**config.mk**
```make
export PLATFORM = sky130hd
export DESIGN_NAME = usb_tx_byte_sequencer_flat
export DESIGN_NICKNAME = d
export VERILOG_FILES = /design/src/rtl/usb_tx_byte_sequencer_pkg.sv /design/src/rtl/usb_tx_byte_sequencer_if.sv /design/src/rtl/usb_tx_byte_sequencer_crc16_byte.sv /design/src/rtl/usb_tx_byte_sequencer.sv /design/src/flat_wrapper.sv
export SDC_FILE = /design/constraint.sdc
export NUM_CORES = 1
export LEC_CHECK = 0
export BUFFER_PORTS_ARGS = -buffer_cell sky130_fd_sc_hd__clkbuf_2
export CORE_MARGIN = 2
export CORE_UTILIZATION = 56
export CTS_CLUSTER_SIZE = 20
export DETAILED_ROUTE_END_ITERATION = 7
export PLACE_DENSITY_LB_ADDON = 0.3
export SYNTH_ARGS = -nofsm -noshare
export SYNTH_HDL_FRONTEND = slang
export SYNTH_HIERARCHICAL = 1
export SYNTH_SLANG_ARGS = --single-unit
```
**constraint.sdc**
```tcl
create_clock -name clk -period 2.6 [get_ports clk]
set_input_delay 0.26 -clock clk [delete_from_list [all_inputs] [get_ports clk]]
set_output_delay 0.26 -clock clk [all_outputs]
set_load 0.01 [all_outputs]
```
**src/rtl/usb_tx_byte_sequencer_pkg.sv**
```systemverilog
// usb_tx_pkg: shared constants and types for the USB TX byte sequencer.
//   - PID codes (4-bit, as carried on tx_packet)
//   - sequencer state enum
//   - SYNC byte values and CRC16 constants
//   - PID classification helpers
package usb_tx_pkg;

  localparam logic [3:0] PID_OUT   = 4'b0001;
  localparam logic [3:0] PID_IN    = 4'b1001;
  localparam logic [3:0] PID_DATA0 = 4'b0011;
  localparam logic [3:0] PID_DATA1 = 4'b1011;
  localparam logic [3:0] PID_ACK   = 4'b0010;
  localparam logic [3:0] PID_NAK   = 4'b1010;
  localparam logic [3:0] PID_STALL = 4'b1110;

  localparam logic [7:0]  SYNC_LAST       = 8'h80;
  localparam logic [7:0]  SYNC_FILL       = 8'h00;
  localparam logic [15:0] CRC16_POLY_REFL = 16'hA001;
  localparam logic [15:0] CRC16_INIT      = 16'hFFFF;

  typedef enum logic [2:0] {
    IDLE, SYNC, PID, DATA, CRC_LO, CRC_HI, EOP
  } state_t;

  function automatic logic pid_is_data(input logic [3:0] p);
    return (p == PID_DATA0) || (p == PID_DATA1);
  endfunction

  function automatic logic pid_is_valid(input logic [3:0] p);
    case (p)
      PID_OUT, PID_IN, PID_DATA0, PID_DATA1,
      PID_ACK, PID_NAK, PID_STALL: return 1'b1;
      default:                     return 1'b0;
    endcase
  endfunction

endpackage

```
**src/rtl/usb_tx_byte_sequencer_if.sv**
```systemverilog
// Byte-sequencer bus: packet request from the protocol controller, FIFO
// head/pop, and the byte handshake with the parallel-to-serial shifter.
//   master: drives tx_start/tx_packet/tx_len, FIFO head, byte_req
//   slave : the sequencer; drives d_par/byte_valid/pop/eop_req/busy/bad_pid
interface usb_tx_byte_sequencer_if #(
  parameter int LEN_W = 7
);
  logic             tx_start;
  logic [3:0]       tx_packet;
  logic [LEN_W-1:0] tx_len;
  logic [7:0]       tx_packet_data;
  logic             byte_req;
  logic [7:0]       d_par;
  logic             byte_valid;
  logic             get_tx_packet_data;
  logic             eop_req;
  logic             busy;
  logic             bad_pid;

  modport master (
    output tx_start, tx_packet, tx_len, tx_packet_data, byte_req,
    input  d_par, byte_valid, get_tx_packet_data, eop_req, busy, bad_pid
  );

  modport slave (
    input  tx_start, tx_packet, tx_len, tx_packet_data, byte_req,
    output d_par, byte_valid, get_tx_packet_data, eop_req, busy, bad_pid
  );
endinterface

```
**src/rtl/usb_tx_byte_sequencer_crc16_byte.sv**
```systemverilog
// crc16_byte: combinational CRC16 (poly 0x8005, reflected) advance by one
// byte, LSB first.
//   i_crc  : current CRC register
//   i_byte : byte being folded in
//   o_crc  : CRC after the byte
module crc16_byte
  import usb_tx_pkg::*;
(
  input  logic [15:0] i_crc,
  input  logic [7:0]  i_byte,
  output logic [15:0] o_crc
);

  // Byte-wide form: xor the byte into the low end, then shift 8 times.
  always_comb begin
    o_crc = i_crc ^ {8'h00, i_byte};
    for (int i = 0; i < 8; i++)
      o_crc = o_crc[0] ? ((o_crc >> 1) ^ CRC16_POLY_REFL) : (o_crc >> 1);
  end

endmodule

```
**src/rtl/usb_tx_byte_sequencer.sv**
```systemverilog
// usb_tx_byte_sequencer: registered byte sequencer for the USB transmitter.
// Walks SYNC -> PID -> payload (popped from FWFT FIFO) -> CRC16 lo/hi -> EOP,
// presenting one byte at a time to the serializer.
//   clk, rst : clock, synchronous active-high reset
//   bus      : slave side of usb_tx_byte_sequencer_if (all outputs registered)
module usb_tx_byte_sequencer
  import usb_tx_pkg::*;
#(
  parameter int SYNC_BYTES  = 1,
  parameter int MAX_PAYLOAD = 64,
  parameter int LEN_W       = $clog2(MAX_PAYLOAD + 1)
) (
  input  logic                    clk,
  input  logic                    rst,
  usb_tx_byte_sequencer_if.slave  bus
);

  localparam int              SC_W       = (SYNC_BYTES > 1) ? $clog2(SYNC_BYTES) : 1;
  localparam logic [SC_W-1:0] SC_LAST    = SC_W'(SYNC_BYTES - 1);
  localparam logic [LEN_W-1:0] LEN_MAX   = LEN_W'(MAX_PAYLOAD);
  localparam logic [7:0]      SYNC_FIRST = (SYNC_BYTES == 1) ? SYNC_LAST : SYNC_FILL;

  state_t           r_state,    w_state_nxt;
  logic [3:0]       r_pid,      w_pid_nxt;
  logic [LEN_W-1:0] r_rem,      w_rem_nxt;
  logic [SC_W-1:0]  r_sync_cnt, w_sync_cnt_nxt;
  logic [15:0]      r_crc,      w_crc_nxt;
  logic [7:0]       r_d_par,    w_d_par_nxt;
  logic             r_byte_valid, w_byte_valid_nxt;
  logic             r_get,      w_get_nxt;
  logic             r_eop,      w_eop_nxt;
  logic             r_busy,     w_busy_nxt;
  logic             r_bad_pid,  w_bad_pid_nxt;

  logic [15:0]      w_crc_upd;
  logic [SC_W-1:0]  w_sync_inc;
  logic             w_take;

  // d_par always holds the byte being consumed, so it feeds the CRC directly.
  crc16_byte u_crc (
    .i_crc  (r_crc),
    .i_byte (r_d_par),
    .o_crc  (w_crc_upd)
  );

  assign w_take     = bus.byte_req & r_byte_valid;
  assign w_sync_inc = r_sync_cnt + SC_W'(1);

  always_comb begin
    w_state_nxt      = r_state;
    w_pid_nxt        = r_pid;
    w_rem_nxt        = r_rem;
    w_sync_cnt_nxt   = r_sync_cnt;
    w_crc_nxt        = r_crc;
    w_d_par_nxt      = r_d_par;
    w_byte_valid_nxt = r_byte_valid;
    w_get_nxt        = 1'b0;
    w_eop_nxt        = 1'b0;
    w_bad_pid_nxt    = 1'b0;

    case (r_state)
      IDLE: begin
        // byte_valid is low here, so a coincident byte_req is a no-op.
        if (bus.tx_start) begin
          if (pid_is_valid(bus.tx_packet)) begin
            w_pid_nxt        = bus.tx_packet;
            w_rem_nxt        = (bus.tx_len > LEN_MAX) ? LEN_MAX : bus.tx_len;
            w_sync_cnt_nxt   = '0;
            w_crc_nxt        = CRC16_INIT;
            w_d_par_nxt      = SYNC_FIRST;
            w_byte_valid_nxt = 1'b1;
            w_state_nxt      = SYNC;
          end else begin
            w_bad_pid_nxt    = 1'b1;
          end
        end
      end
      SYNC: if (w_take) begin
        if (r_sync_cnt == SC_LAST) begin
          w_d_par_nxt = {~r_pid, r_pid};
          w_state_nxt = PID;
        end else begin
          w_sync_cnt_nxt = w_sync_inc;
          w_d_par_nxt    = (w_sync_inc == SC_LAST) ? SYNC_LAST : SYNC_FILL;
        end
      end
      PID: if (w_take) begin
        if (!pid_is_data(r_pid)) begin
          w_byte_valid_nxt = 1'b0;
          w_eop_nxt        = 1'b1;
          w_d_par_nxt      = 8'h00;
          w_state_nxt      = EOP;
        end else if (r_rem == '0) begin
          w_d_par_nxt = ~r_crc[7:0];
          w_state_nxt = CRC_LO;
        end else begin
          w_d_par_nxt = bus.tx_packet_data;
          w_get_nxt   = 1'b1;
          w_state_nxt = DATA;
        end
      end
      DATA: if (w_take) begin
        w_crc_nxt = w_crc_upd;
        w_rem_nxt = r_rem - LEN_W'(1);
        if (r_rem != LEN_W'(1)) begin
          w_d_par_nxt = bus.tx_packet_data;
          w_get_nxt   = 1'b1;
        end else begin
          w_d_par_nxt = ~w_crc_upd[7:0];
          w_state_nxt = CRC_LO;
        end
      end
      CRC_LO: if (w_take) begin
        w_d_par_nxt = ~r_crc[15:8];
        w_state_nxt = CRC_HI;
      end
      CRC_HI: if (w_take) begin
        w_byte_valid_nxt = 1'b0;
        w_eop_nxt        = 1'b1;
        w_d_par_nxt      = 8'h00;
        w_state_nxt      = EOP;
      end
      // One-cycle state carrying the eop_req pulse; keeps busy high through it.
      EOP:     w_state_nxt = IDLE;
      default: w_state_nxt = IDLE;
    endcase

    w_busy_nxt = (w_state_nxt != IDLE);
  end

  always_ff @(posedge clk) begin
    if (rst) begin
      r_state      <= IDLE;
      r_pid        <= '0;
      r_rem        <= '0;
      r_sync_cnt   <= '0;
      r_crc        <= CRC16_INIT;
      r_d_par      <= 8'h00;
      r_byte_valid <= 1'b0;
      r_get        <= 1'b0;
      r_eop        <= 1'b0;
      r_busy       <= 1'b0;
      r_bad_pid    <= 1'b0;
    end else begin
      r_state      <= w_state_nxt;
      r_pid        <= w_pid_nxt;
      r_rem        <= w_rem_nxt;
      r_sync_cnt   <= w_sync_cnt_nxt;
      r_crc        <= w_crc_nxt;
      r_d_par      <= w_d_par_nxt;
      r_byte_valid <= w_byte_valid_nxt;
      r_get        <= w_get_nxt;
      r_eop        <= w_eop_nxt;
      r_busy       <= w_busy_nxt;
      r_bad_pid    <= w_bad_pid_nxt;
    end
  end

  assign bus.d_par              = r_d_par;
  assign bus.byte_valid         = r_byte_valid;
  assign bus.get_tx_packet_data = r_get;
  assign bus.eop_req            = r_eop;
  assign bus.busy               = r_busy;
  assign bus.bad_pid            = r_bad_pid;

endmodule

```
**src/flat_wrapper.sv**
```systemverilog
// flat-port wrapper written by rule: the top's interface ports become plain ports
module usb_tx_byte_sequencer_flat import usb_tx_pkg::*;
#(
  parameter int SYNC_BYTES  = 1,
  parameter int MAX_PAYLOAD = 64,
  parameter int LEN_W       = $clog2(MAX_PAYLOAD + 1)
)
  (clk, rst, bus_tx_start, bus_tx_packet, bus_tx_len, bus_tx_packet_data, bus_byte_req, bus_d_par, bus_byte_valid, bus_get_tx_packet_data, bus_eop_req, bus_busy, bus_bad_pid);
  usb_tx_byte_sequencer_if #(.LEN_W(LEN_W)) bus_i ();
  input  logic clk;
  input  logic rst;
  input wire logic [$bits(bus_i.tx_start)-1:0] bus_tx_start;
  input wire logic [$bits(bus_i.tx_packet)-1:0] bus_tx_packet;
  input wire logic [$bits(bus_i.tx_len)-1:0] bus_tx_len;
  input wire logic [$bits(bus_i.tx_packet_data)-1:0] bus_tx_packet_data;
  input wire logic [$bits(bus_i.byte_req)-1:0] bus_byte_req;
  output wire logic [$bits(bus_i.d_par)-1:0] bus_d_par;
  output wire logic [$bits(bus_i.byte_valid)-1:0] bus_byte_valid;
  output wire logic [$bits(bus_i.get_tx_packet_data)-1:0] bus_get_tx_packet_data;
  output wire logic [$bits(bus_i.eop_req)-1:0] bus_eop_req;
  output wire logic [$bits(bus_i.busy)-1:0] bus_busy;
  output wire logic [$bits(bus_i.bad_pid)-1:0] bus_bad_pid;
  assign bus_i.tx_start = bus_tx_start;
  assign bus_i.tx_packet = bus_tx_packet;
  assign bus_i.tx_len = bus_tx_len;
  assign bus_i.tx_packet_data = bus_tx_packet_data;
  assign bus_i.byte_req = bus_byte_req;
  assign bus_d_par = bus_i.d_par;
  assign bus_byte_valid = bus_i.byte_valid;
  assign bus_get_tx_packet_data = bus_i.get_tx_packet_data;
  assign bus_eop_req = bus_i.eop_req;
  assign bus_busy = bus_i.busy;
  assign bus_bad_pid = bus_i.bad_pid;
  usb_tx_byte_sequencer #(.SYNC_BYTES(SYNC_BYTES), .MAX_PAYLOAD(MAX_PAYLOAD), .LEN_W(LEN_W)) u_core (.clk(clk), .rst(rst), .bus(bus_i));
endmodule
```
---- After elaboration in Yosys (flattened, before gate mapping) ----
Cells that the tools add are included.
operators by class
  eq/ne operators ......................... 23
  add/subtract/negate cells ............... 2
  reductions and logical operators ........ 15
  bitwise logic cells ..................... 16
  muxes and demuxes ....................... 67
  magnitude comparators ................... 1
operators by type and width
  cell                   number
  $mux W16               11
  $mux W8                12
  $pmux W8 S6            1
  $mux W3                11
  $pmux W16 S2           1
  $mux W7                4
  $not A2 Y3             8
  $not A8 Y8             3
  $mux W1                21
  $eq A4 B4 Y1 const B   5
  $pmux W3 S6            1
  $xor A16 B8 Y16        1
  $pmux W7 S2            1
  $eq A4 B2 Y1 const B   3
  $ne A2 B1 Y1 const B   6
  $reduce_and A4 Y1      2
  $reduce_and A8 Y1      1
  $gt A7 B7 Y1 const B   1
  $logic_not A7 Y1       1
  $ne A7 B1 Y1 const B   1
  $reduce_or A7 Y1       1
  $sub A7 B1 Y7 const B  1
  $eq A3 B2 Y1 const B   2
  $eq A3 B3 Y1 const B   2
  17 further kinds       23
word-level totals
  word-level logic and storage cells ...... 135
  input port bits ......................... 23
  output and inout bits ................... 13
  register bits ........................... 44

---- Logic depth before layout (Yosys ltp) ----
  depth after elaboration ................. 21
  gate-level depth with buffers ........... 8

---- Hierarchy ----
The synthesis kept the hierarchy.
modules (own cells, without submodules)
  module                 instances  cells an instance  sequential area each (µm²)  area each (µm²)
  usb_tx_byte_sequencer  1          307                860.8                       2332.2
  crc16_byte             1          29                 0.0                         279.0

---- Least setup slack after synthesis ----
OpenSTA, ideal clock, no wires.
  kind .................................... register to register
  from .................................... register u_core.r_d_par[5], in the netlist u_core/bus.d_par[5]
  to ...................................... register u_core.r_d_par[0], in the netlist u_core/bus.d_par[0]
  slack ................................... 593 ps
  stages on the path, launching flop included .. 9
  arrival ................................. 1948 ps
  required time ........................... 2541 ps
  period minus slack after synthesis ...... 2007 ps
  setup time .............................. 59 ps
  cell sequence ........................... dfxtp_1 -> xor2_1 -> xor2_1 -> xnor2_2 -> xnor3_1 -> nor3_1 -> o21ai_0 -> a21oi_1 -> a221o_1
between the ends
  longest elaborated chain between the ends .. 14
ends and longest elaborated chain
  what                         line                                    text
  start: declaration           usb_tx_byte_sequencer.sv:28             logic [7:0] r_d_par, w_d_par_nxt;
  start signal: assignment     usb_tx_byte_sequencer.sv:150            r_d_par <= w_d_par_nxt;
  $xor A16 B8 Y16 *            usb_tx_byte_sequencer_crc16_byte.sv:16  o_crc = i_crc ^ {8'h00, i_byte};
  $mux W16 * (4 in series)     usb_tx_byte_sequencer_crc16_byte.sv:18  o_crc = o_crc[0] ? ((o_crc >> 1) ^ CRC16_POLY_REFL) : (o_crc >> 1);
  $not A2 Y3 (no source line)  n/a
  $mux W16 * (4 in series)     usb_tx_byte_sequencer_crc16_byte.sv:18
  via u_core.w_crc_upd[0]      usb_tx_byte_sequencer.sv:35             logic [15:0] w_crc_upd;
  $not A8 Y8 *                 usb_tx_byte_sequencer.sv:109            w_d_par_nxt = ~w_crc_upd[7:0];
  $mux W8 *                    usb_tx_byte_sequencer.sv:105            if (r_rem != LEN_W'(1)) begin
  $mux W8 *                    usb_tx_byte_sequencer.sv:102            DATA: if (w_take) begin
  $pmux W8 S6 *                usb_tx_byte_sequencer.sv:61             case (r_state)
The timed path passes the listed nets; every way through them passes the cells marked *. The select of a mux whose other input is x is not followed.
A chain may end at the register's enable or synchronous reset.

---- Worst setup path in the final report ----
  from .................................... register u_core.r_state[0]
  to ...................................... register u_core.r_crc[10]
between the ends
  longest elaborated chain between the ends .. 3
  elaborated cells on any way between the ends .. 8
  those cells by class .................... eq/ne (4); mux (1); reduce/logical (3)
ends and longest elaborated chain
  what                                                     line                          text
  start: declaration                                       usb_tx_byte_sequencer.sv:23   state_t r_state, w_state_nxt;
  start signal: assignment                                 usb_tx_byte_sequencer.sv:145  r_state <= w_state_nxt;
  $eq A3 B2 Y1 / $logic_not A3 Y1 (equally long branches)  usb_tx_byte_sequencer.sv:61
  $ne A2 B1 Y1 (no source line) (tied with other cells)    n/a
  $reduce_and A4 Y1 (no source line)                       n/a
  end signal: assignment                                   usb_tx_byte_sequencer.sv:149  r_crc <= w_crc_nxt;
  end: declaration                                         usb_tx_byte_sequencer.sv:27   logic [15:0] r_crc, w_crc_nxt;
Parallel ways exist; a longest one is shown, timed or not.

==> results.md <==
- Drt drc: 0
- Vias in the first global route: between 2000 and 2500
- #FFs+latches synth: 43
- Max Transition Viols Final: 0
- Most common cell after layout, fill and taps aside: nor2_1
- Die height: slightly above 70 um
- Min-Delay Path Depth: 3
- # fillers: between 300 and 400
- Vias per cell: ~5.9
- Total Routing Usage GR: 0.268
- Slew HR: 0.577
- Share of cells above drive strength 1: 0.169
- CTS tree: yes
- Largest net degree at the start of global routing: 35
- Total power: ~0.0015 W
- # Post-CTS Setup Buffers: 0
- Cts-stage hold buffer count: 0
- Finished Layout Cells: between 400 and 500
- Nets@finish: ~390
- Worst setup SP type: register
- Minimum clock period after layout: around 2.3 ns
- Fin crit share: 0.898
- Final core utilization: 0.658
- Most frequent cells in the layout: nor2_1 (53), dfxtp_1 (43), clkbuf_2 (35)
- Reg clk slew, reported paths: around 0.090 ns
- Measured slew at the worst slew-check pin: between 0.6 and 0.7 ns
- Final TNS setup: 0 ns
- Synthesized Nets: around 360
- Via count: around 2400
- Total global routing overflow: 0
- # diodes: 0
- CTS buffer count: 5
- Critical-path maximum fanout: 16
- Post-CTS Resized: 0
- Port bufs: 35
- Post-route cell area: 2910 um2
- Clock H-tree levels: 2
- EDFF count, synth: 0
- Crit path DAT: ~2.6 ns
- Reg2reg setup slack: 0.27 ns
- TritonRoute pass-1 iters: 6
- TritonCTS Sinks: 43
- Synth Cell Area: roughly 2600 um2
- Post-synthesis sequential area ratio: 0.330
- Hold Path Class: input port to register
- Chip width: 72.3 um
- Pwr per Cell Area: between 500 and 600 nW/um2
- Post-route ant nets: 0
- Area growth syn-to-layout: 11.3%
- Yosys cell types: between 50 and 60
- Hold endpoint: u_core/r_pid[1]
- Routability congestion estimate: roughly 0.89
- Worst path required time: between 2 and 3 ns
- Post-DP HPWL: around 4.5 mm
- Max cap viols: 0
- RSZ-0062 raised after global routing: no
- # rows: 24
- Final setup violation count: 0
- Post-Syn Instances: approximately 340
- Yosys warns: 6
- R2R Path End: u_core/r_crc[10]
- Worst VDD drop: approximately 0.32 mV
- CP Class: register to register
- I/O pins: 36
- Initial antenna violation count: 0
- Worst-Skew Late Latency: ~0.30 ns
- Die Footprint: 5230 um2
- WL/cell: between 15 and 20 um
- Reg2reg start: u_core/r_state[0]
- Leakage Power: roughly 1.3 nW
- Synth Flop Type: dfxtp_1
- Initial core utilization: 0.592
- Core ar.: about 4400 um2
- Hold_sp: bus_tx_packet[1]
- Clk_skew: approximately 0.0065 ns
- Worst Reg2Reg Path Length in Cells: 6
- Clk root buf: clkbuf_8
- Cell Area, Placed: between 2000 and 3000 um2
- Final hold vios: 0
- Global-route wire length before repair: 11.0 mm
- Max Fclk: about 0.43 GHz
- Placed insts: between 400 and 500
- Post-Syn Area per Cell: roughly 7.8 um2
- Endpoint class of the critical path: register
- Aggregate routed wire length: 6.64 mm
- Status: complete, no violations
- CTS Buffer Depth: 2
- Iter 0 DRT Violations: 202
- Async S/R FF share, synth: 0
==> Yosys cell counts (2+ instances only) <==
library cell	number	share of area
nor3_1	14	0.027
nand3b_1	2	0.0057
o22ai_1	8	0.019
and2_1	2	0.0048
nor2_1	53	0.076
xor2_1	7	0.023
a21o_1	2	0.0057
a21oi_1	19	0.036
a31oi_1	5	0.012
buf_4	5	0.014
a21boi_0	7	0.020
o2bb2ai_1	2	0.0067
buf_2	5	0.0096
and3_1	3	0.0072
buf_1	2	0.0029
xnor2_2	2	0.012
ha_1	3	0.014
nor3b_1	2	0.0057
clkbuf_1	14	0.020
mux2i_1	5	0.019
xnor2_1	12	0.040
a221o_1	7	0.027
inv_1	10	0.014
o21bai_1	16	0.046
or3_1	2	0.0048
nand3_1	2	0.0038
dfxtp_1	43	0.33
nand2_1	24	0.035
nand2b_1	11	0.026
o21ai_0	26	0.050
==> critical path, cell delays in order (launching register included) <==
cell,delay (ns)
dfxtp_1,0.44
or4b_1,0.57
a211o_1,0.42
nand2_1,0.34
buf_4,0.29
nor2_1,0.06
o21bai_1,0.14
==> per-stage QoR <==
step	hold WS, ns	setup WS, ns
after global placement	0.474	0.361
after global routing	0.231	0.122
after detailed placement	0.485	0.304
after CTS	0.203	0.279
final	0.203	0.266
after floorplan	0.404	0.593
==> flip-flops by register name (all words and copies together), names as in the netlist <==
| signal | count |
|---|---|
| u_core/bus.d_par | 8 |
| u_core/bus.byte_valid | 1 |
| u_core/bus.get_tx_packet_data | 1 |
| u_core/bus.bad_pid | 1 |
| u_core/r_crc | 16 |
| u_core/r_state | 3 |
| u_core/bus.eop_req | 1 |
| u_core/r_pid | 4 |
| u_core/bus.busy | 1 |
| u_core/r_rem | 7 |
==> logic make-up after synthesis <==
logic type | synth area share
AO/OA/AOI/OAI | 0.254
XOR/XNOR | 0.0910
adder cells (fa/ha/maj) | 0.0144
buffers and inverters | 0.0676
flip-flops | 0.330
multiplexers | 0.0235
AND/OR/NAND/NOR | 0.220
==> how the worst max path moves through the flow <==
stage	startpoint	end	slack, ns	cells past startpoint
4_1_cts	u_core/r_state[0]	u_core/r_crc[10]	0.28	6
2_1_floorplan	u_core/bus.d_par[5]	u_core/bus.d_par[0]	0.59	8
5_1_grt	u_core/r_state[0]	u_core/r_crc[0]	0.12	6
6_report	u_core/r_state[0]	u_core/r_crc[10]	0.27	6
3_5_place_dp	u_core/r_state[0]	u_core/bus.d_par[0]	0.30	5
3_3_place_gp	u_core/bus.d_par[4]	u_core/bus.d_par[0]	0.36	8
==> metal layers <==
layer / vias to the layer above / share of wire / track usage
met3: 21 / 0.059 / 0.0444
met2: 97 / 0.46 / 0.429
li1: 1205 / - / -
met1: 1122 / 0.45 / 0.359
met4: 0 / 0.028 / 0.113
met5: - / 0 / 0
==> power by group <==
group / internal, W / switching [W] / total (W)
Clock: 0.000311 / 0.000237 / 0.000548
Sequential: 0.000674 / 0.0000190 / 0.000693
Combinational: 0.0000905 / 0.000139 / 0.000229
==> cell type report <==
cell class / count / area, um2 / area share
timing repair buffer: 45 / 250 / 0.0861
inverter: 10 / 37.5 / 0.0129
clock inverter: 2 / 35.0 / 0.0121
clock buffer: 6 / 82.6 / 0.0284
multi-input combinational: 255 / 1570 / 0.542
sequential: 43 / 861 / 0.296
tap: 52 / 65.1 / 0.0224
No activity file was read; power rests on OpenSTA's default activity.
